==> src/rtl/config_menu_ctrl.sv <==
// Configuration-screen menu controller: cursor, 12 setting values and digit-tile writes.
// Optional CONFIG_WRAP_EN: values wrap around at both ends instead of saturating.
module config_menu_ctrl #(
  parameter int         NUM_VALUES = 10,
  parameter logic [7:0] DIGIT_BASE = 8'h30
) (
  input  logic        clk_in,
  input  logic        rst_in,
  input  logic        btn_up_in,
  input  logic        btn_down_in,
  input  logic        btn_left_in,
  input  logic        btn_right_in,
  input  logic        btn_select_in,
  output logic [3:0]  ptr_index_out,
  output logic [47:0] settings_out,
  output logic        start_out,
  output logic [9:0]  buf_write_addr_out,
  output logic [7:0]  buf_write_data_out,
  output logic        buf_write_en_out,
  output logic        busy_out
);

  localparam logic [3:0] MAX_VAL    = 4'(NUM_VALUES - 1);
  localparam logic [3:0] LAST_ITEM  = 4'd11;
  localparam logic [3:0] START_ITEM = 4'd12;

  typedef enum logic [1:0] {S_INIT, S_IDLE, S_WRITE} state_t;

  state_t           state_q, state_d;
  logic [3:0]       init_cnt_q, init_cnt_d;
  logic [3:0]       ptr_q, ptr_d;
  logic [11:0][3:0] settings_q, settings_d;
  logic             start_q, start_d;
  logic [9:0]       addr_q, addr_d;
  logic [7:0]       data_q, data_d;
  logic             wen_q, wen_d;
  logic             busy_q, busy_d;
  logic [3:0]       cur_val, inc_val, dec_val, new_val;

  // Left column items sit 80 tiles apart starting at 130, right column starting at 150.
  function automatic logic [9:0] digit_addr(input logic [3:0] item);
    if (item < 4'd8) digit_addr = 10'd130 + 10'(item) * 10'd80;
    else             digit_addr = 10'd150 + 10'(item - 4'd8) * 10'd80;
  endfunction

  function automatic logic [7:0] digit_code(input logic [3:0] val);
    digit_code = DIGIT_BASE + {4'd0, val};
  endfunction

  always_comb begin
    cur_val = 4'd0;
    if (ptr_q <= LAST_ITEM) cur_val = settings_q[ptr_q];
`ifdef CONFIG_WRAP_EN
    inc_val = (cur_val == MAX_VAL) ? 4'd0 : cur_val + 4'd1;
    dec_val = (cur_val == 4'd0) ? MAX_VAL : cur_val - 4'd1;
`else
    inc_val = (cur_val == MAX_VAL) ? MAX_VAL : cur_val + 4'd1;
    dec_val = (cur_val == 4'd0) ? 4'd0 : cur_val - 4'd1;
`endif
  end

  always_comb begin
    state_d    = state_q;
    init_cnt_d = init_cnt_q;
    ptr_d      = ptr_q;
    settings_d = settings_q;
    start_d    = 1'b0;
    addr_d     = addr_q;
    data_d     = data_q;
    wen_d      = 1'b0;
    new_val    = cur_val;
    case (state_q)
      S_INIT: begin
        if (init_cnt_q <= LAST_ITEM) begin
          wen_d      = 1'b1;
          addr_d     = digit_addr(init_cnt_q);
          data_d     = digit_code(settings_q[init_cnt_q]);
          init_cnt_d = init_cnt_q + 4'd1;
        end else begin
          state_d = S_IDLE;
        end
      end
      S_IDLE: begin
        if (btn_select_in) begin
          start_d = (ptr_q == START_ITEM);
        end else if (btn_up_in) begin
          if (ptr_q == START_ITEM) ptr_d = 4'd7;
          else if (ptr_q != 4'd0 && ptr_q != 4'd8) ptr_d = ptr_q - 4'd1;
        end else if (btn_down_in) begin
          if (ptr_q == 4'd7 || ptr_q == LAST_ITEM) ptr_d = START_ITEM;
          else if (ptr_q != START_ITEM) ptr_d = ptr_q + 4'd1;
        end else if ((btn_right_in || btn_left_in) && ptr_q <= LAST_ITEM) begin
          // A saturated press leaves the value alone and costs no write cycle.
          new_val = btn_right_in ? inc_val : dec_val;
          if (new_val != cur_val) begin
            settings_d[ptr_q] = new_val;
            wen_d             = 1'b1;
            addr_d            = digit_addr(ptr_q);
            data_d            = digit_code(new_val);
            state_d           = S_WRITE;
          end
        end
      end
      S_WRITE: state_d = S_IDLE;
      default: state_d = S_INIT;
    endcase
    busy_d = (state_d != S_IDLE);
  end

  always_ff @(posedge clk_in or posedge rst_in) begin
    if (rst_in) begin
      state_q    <= S_INIT;
      init_cnt_q <= 4'd0;
      ptr_q      <= 4'd0;
      settings_q <= '0;
      start_q    <= 1'b0;
      addr_q     <= 10'd0;
      data_q     <= 8'd0;
      wen_q      <= 1'b0;
      busy_q     <= 1'b1;
    end else begin
      state_q    <= state_d;
      init_cnt_q <= init_cnt_d;
      ptr_q      <= ptr_d;
      settings_q <= settings_d;
      start_q    <= start_d;
      addr_q     <= addr_d;
      data_q     <= data_d;
      wen_q      <= wen_d;
      busy_q     <= busy_d;
    end
  end

  assign ptr_index_out      = ptr_q;
  assign settings_out       = settings_q;
  assign start_out          = start_q;
  assign buf_write_addr_out = addr_q;
  assign buf_write_data_out = data_q;
  assign buf_write_en_out   = wen_q;
  assign busy_out           = busy_q;

endmodule

==> config.mk <==
export PLATFORM = sky130hd
export DESIGN_NAME = config_menu_ctrl
export DESIGN_NICKNAME = d
export VERILOG_FILES = /design/src/rtl/config_menu_ctrl.sv
export SDC_FILE = /design/constraint.sdc
export NUM_CORES = 1
export LEC_CHECK = 0
export ABC_CLOCK_PERIOD_IN_PS = 9300
export BUFFER_PORTS_ARGS = -buffer_cell sky130_fd_sc_hd__buf_2
export CAP_MARGIN = 20
export CORE_AREA = 5 5 105 97
export DETAILED_ROUTE_END_ITERATION = 16
export DIE_AREA = 0 0 110 102
export HOLD_SLACK_MARGIN = 0.08
export PLACE_DENSITY = 0.93
export SLEW_MARGIN = 5
export SYNTH_ARGS = -nofsm -noshare
export SYNTH_HDL_FRONTEND = slang
export SYNTH_SLANG_ARGS = --single-unit
==> constraint.sdc <==
create_clock -name clk_in -period 9.3 [get_ports clk_in]
set_input_delay 0 -clock clk_in [delete_from_list [all_inputs] [get_ports clk_in]]
set_output_delay 0 -clock clk_in [all_outputs]
set_load 0.02 [all_outputs]
# Word level (Yosys, flattened, before mapping)
# Index checks and enable logic that the tools add are counted.
# word_totals
ff_bits	79
word_cells	128
out_inout_bits	73
# op_classes
multipliers	4
n_bitwise	3
n_eq_ne	17
n_reduce_logical	15
add_sub_neg	13
n_lt_le_gt_ge	7
mux	49
# ops
operator	count
$mux W10	8
$mux W4	13
$bwmux W48	1
$mux W8	6
$add A8 B10 Y10 const A	4
$bmux W4 S4	2
$mul A10 B3 Y6 const B	2
$pmux W10 S2	1
$demux W4 S4	1
$pmux W8 S2	1
$add A6 B4 Y7 const A	2
$add A4 B1 Y4 const B	3
$eq A4 B4 Y1 const B	3
$mul A4 B3 Y6 const B	2
$mux W2	6
$ne A2 B2 Y1 const B	6
$lt A4 B5 Y1 const B	2
$sub A4 B4 Y5 const B	2
$le A4 B4 Y1 const B	2
$lt A4 B4 Y1 const B	2
$mux W1	8
$ne A4 B4 Y1 const B	2
$sub A4 B1 Y4 const B	2
$reduce_and A7 Y1	1
other kinds (20)	26

# Depth between registers and ports, before layout
# logic_depth
depth_word	14
mapped_depth	13

# Worst setup path after synthesis
# Ideal clock, no wire load.
# synth_path
path_kind	register -> register
start	register init_cnt_q[3]
end	register addr_q[9] (netlist: buf_write_addr_out[9])
setup_ps	125
stages_incl_launch_ff	14
arrival_time_ps	2849
t_required_ps	9175
setup_slack_ps	6326
cell_sequence	dfrtp_1 -> clkbuf_1 -> inv_1 -> clkbuf_1 -> ha_1 -> inv_1 -> ha_1 -> fa_1 -> ha_1 -> xnor2_1 -> nand2_1 -> o211ai_1 -> o21ai_0 -> mux2_4
# synth_via
elab_chain_cells	6
word_cells_on_any_way	12
classes_between	add/sub (3); mul (2); order compare (2); eq/ne (1); mux (3); reduce/logical (1)
# synth_lines
item	line	rtl
start, declared	30	logic [3:0] init_cnt_q, init_cnt_d;
start signal, assigned	123	init_cnt_q <= init_cnt_d;
$sub A4 B4 Y5	43	else digit_addr = 10'd150 + 10'(item - 4'd8) * 10'd80;
$mul A10 B3 Y6	43	
$add A8 B10 Y10	43	
$mux W10	42	if (item < 4'd8) digit_addr = 10'd130 + 10'(item) * 10'd80;
$mux W10	74	if (init_cnt_q <= LAST_ITEM) begin
$pmux W10 S2	72	case (state_q)
end signal, assigned	127	addr_q <= addr_d;
end, declared	34	logic [9:0] addr_q, addr_d;
# Several ways; a longest one is shown, not always the timed one. The select of a mux whose other input is x is not followed.
# A chain may end at the register's enable or synchronous reset.

# Worst setup path in the final report
# layout_path
start	register ptr_q[3] (netlist: ptr_index_out[3])
end	register settings_q (netlist bit settings_out[5])
# layout_via
elab_chain_cells	8
word_cells_on_any_way	20
classes_between	add/sub (2); order compare (3); eq/ne (2); mux (9); reduce/logical (4)
# layout_lines
item	line	rtl
start, declared	31	logic [3:0] ptr_q, ptr_d;
start signal, assigned	124	ptr_q <= ptr_d;
$bmux W4 S4	52	if (ptr_q <= LAST_ITEM) cur_val = settings_q[ptr_q];
$mux W4 (not written as such)	52	
$mux W4	52	
$sub A4 B1 Y4 (tied with other cells)	58	dec_val = (cur_val == 4'd0) ? 4'd0 : cur_val - 4'd1;
$mux W4, on equally long branches	58, 57	
$mux W4	94	new_val = btn_right_in ? inc_val : dec_val;
$ne A4 B4 Y1	95	if (new_val != cur_val) begin
$reduce_and A6 Y1 (no line)	--	
end signal, assigned	125	settings_q <= settings_d;
end, declared	32	logic [11:0][3:0] settings_q, settings_d;
# Several ways; a longest one is shown, not always the timed one. The select of a mux whose other input is x is not followed.

==> qor.yml <==
placed_design:
  port-buffer-count: 75
  post-dp-hpwl_um: 11000
  dp.cells: 648
  place_area_sq_um: 5640
  place.gp.congestion: 0.964
  place_ws_ns: 5.43
routing:
  wl_met2_um: 7180
  highest-signal-layer: "met4"
  totalWireLength_um: 15200
  route.met3.wl_um: 1340
  vias: 4387
  ant_nets: 0
  drc: 0
  routedWlPerCell_um: 22.8
  drt-met1-wl_um: 6120
  drt_iter0_drc: 353
  drt_first_pass_iters: 5
  viasPerCell: 6.58
yosys:
  synth_area_sq_um: 5250
  synth-seq-cells: 73
  yosys_warnings: 0
  netlist_instances: 476
  avgSynthCellArea_sq_um: 11.0
  yosysSeqAreaShare_pct: 34.8
  yosysUniqueCellTypes: 72
  ys_async_sr_fraction_pct: 100
  synth_ff_type: "dfrtp_1"
  synth_edf_count: 0
sta:
  report.final.slew_viol_count: 0
  fin_skew_ns: 0.0132
  fin_crit_sh_pct: 42.6
  setup_viol: 0
  slew-limit-headroom_pct: 26.7
  fmax_mhz: 253
  tightest_slew_ns: 1.10
  rsz0062_at_grt: "no"
  final.setup.tns_ns: 0
  layout_setup_ws_ns: 5.34
  hold_viol_final: 0
  min_period_ns: 3.96
cts:
  cts_root_buffer: "clkbuf_8"
  htreeDepth: 3
  clock-sinks: 73
  clk_pin_slew_ns: 0.09
  clk_latency_ns: 0.36
  numCtsBuffers: 9
  cts_tree: "yes"
  cts_buffer_depth: 2
die:
  dieArea_sq_um: 11200
  core_sq_um: 8960
  die_h_um: 102
  start_util_pct: 58.6
  ios: 80
  die_width_um: 110
  num_rows: 33
power:
  clkPwrFrac_pct: 13.1
  peakVddDrop_mv: 0.187
  combPwrFrac_pct: 61.6
  pwr-share-seq_pct: 25.3
  switching_share_pct: 49.2
  p_int_mw: 1.07
  p_leak_nw: 2.79
  power.switching_mw: 1.03
  pwr_density_cell_nw_per_um2: 356
grt:
  grt_max_degree: 74
  grt_usage_pct: 28.7
  grt_pass1_wl_um: 24600
  grt_overflow: 0
  antenna_found_initial: 0
  grt_pass1_vias: 4534
worst_setup_path:
  r2r_end: "settings_out[5]"
  arrival_ns: 4.21
  path_max_fanout: 27
  cp-start-kind: "flip-flop"
  critical_path_required_ns: 9.55
  cp-end-kind: "flip-flop"
  worstSetupPathType: "flip-flop to flip-flop"
  critPathLaunch: "ptr_index_out[3]"
  r2r_start: "ptr_index_out[3]"
  rrSetupSlack_ns: 5.34
  worstRegToRegCells: 8
  critPathCapture: "settings_out[5]"
worst_hold_path:
  min_path_cells: 3
  hold_class: "input port to flip-flop"
layout:
  layout_common_cells: "buf_2 (75), dfrtp_1 (72), mux2_2 (44), nand3_1 (25)"
  seqCellArea_sq_um: 1830
  diodes: 0
  stdcell_area_sq_um: 5900
  drive_gt1_share_pct: 35.2
  multi_input_area_sq_um: 3150
  final_common_cell: "buf_2"
  final_core_util_pct: 65.8
  final_cells: 667
  final_nets: 575
  nFillCells: 694
  syn2layout_area_growth_pct: 12.4
run_status:
  status: "complete, no violations"
run:
  drv_cap: 0
-- sequential cells by signal (all words and copies together), names as in the netlist --
register / cells
state_q: 2
init_cnt_q: 4
ptr_index_out: 4
buf_write_data_out: 4
buf_write_en_out: 1
buf_write_addr_out: 8
busy_out: 1
settings_out: 48
start_out: 1
-- layer usage --
| layer | vias up | global-route usage, % |
|---|---|---|
| met5 | - | 0 |
| met4 | 0 | 12.5 |
| met3 | 49 | 4.86 |
| met2 | 262 | 45.8 |
| met1 | 2177 | 38.8 |
| li1 | 1899 | - |
-- what timing repair did --
| action | 4_1_cts | 5_1_grt |
|---|---|---|
| resized for setup | 0 | 0 |
| hold endpoints to repair | 73 | 0 |
| hold buffers | 2 | 0 |
| setup buffers | 0 | 0 |
-- stage by stage --
step           power, mW  hold slack (ns)
2_1_floorplan       1.47            0.136
3_3_place_gp        1.74            0.288
3_5_place_dp        1.79            0.280
4_1_cts             2.08           0.0953
5_1_grt             2.24            0.161
6_report            2.10            0.105
-- power groups by stage --
stage / Sequential, mW / Combinational [mW] / Clock, mW
final: 0.531 / 1.29 / 0.276
after global routing: 0.544 / 1.40 / 0.291
after global placement: 0.539 / 1.20 / 0
after floorplan: 0.549 / 0.924 / 0
after detailed placement: 0.549 / 1.25 / 0
after CTS: 0.544 / 1.26 / 0.279
-- kinds of logic (layout without fill, tap and decap cells) --
| family | after synthesis | count (layout) | share of synthesized area (%) |
|---|---|---|---|
| simple gates | 114 | 114 | 13.4 |
| mux | 96 | 96 | 24.3 |
| compound gates | 91 | 91 | 11.8 |
| flops | 73 | 73 | 34.8 |
| buf+inv | 56 | 122 | 5.46 |
| fa+ha+maj | 28 | 28 | 7.25 |
| xor+xnor | 17 | 17 | 2.84 |
| other cells | 1 | 4 | 0.0715 |
-- final cells by class --
type | instances | share of cell area (%)
flip-flops and latches | 73 | 31.0
well taps | 122 | 2.59
repair buffers | 85 | 8.06
clock inverters | 7 | 1.42
clock buffers | 9 | 2.10
inverters | 21 | 1.42
multi-input cells | 350 | 53.4
-- worst min-delay path by stage --
stage                              from          endpoint  slack (ns)
after global placement    btn_select_in         start_out        0.29
final                         btn_up_in  ptr_index_out[2]        0.11
after floorplan           btn_select_in         start_out        0.14
after detailed placement  btn_select_in         start_out        0.28
after CTS                     btn_up_in  ptr_index_out[2]         0.1
after global routing          btn_up_in  ptr_index_out[0]        0.16
-- Yosys cell counts, types with 4 or more instances --
master	number	share of area, %
clkbuf_1	18	1.3
nor2_1	15	1.1
mux2_2	44	9.4
inv_1	19	1.4
fa_1	4	1.5
dfrtp_1	72	34
o22ai_1	5	0.60
buf_4	10	1.4
xnor2_1	12	2.0
mux2i_1	21	4.0
and2_1	4	0.48
a21oi_1	19	1.8
mux2_4	7	2.0
a31oi_1	7	0.83
mux2_1	7	1.5
o31ai_1	4	0.57
o21ai_0	24	2.3
nor3_1	8	0.76
mux4_2	16	6.9
nor3_4	8	2.5
nand3_1	25	2.4
ha_1	24	5.7
nand2_1	24	1.7
xor2_1	5	0.83
-- worst max-delay path: stages, from the launching register on --
cell,delay (ns)
dfrtp_1,0.70
ha_1,0.54
nor3b_1,0.40
and2_1,0.19
a41o_1,0.22
nand3_1,0.21
nor3_4,0.94
nor3_1,0.29
mux2_2,0.36
Note: power is estimated with default switching activity, not from simulation.
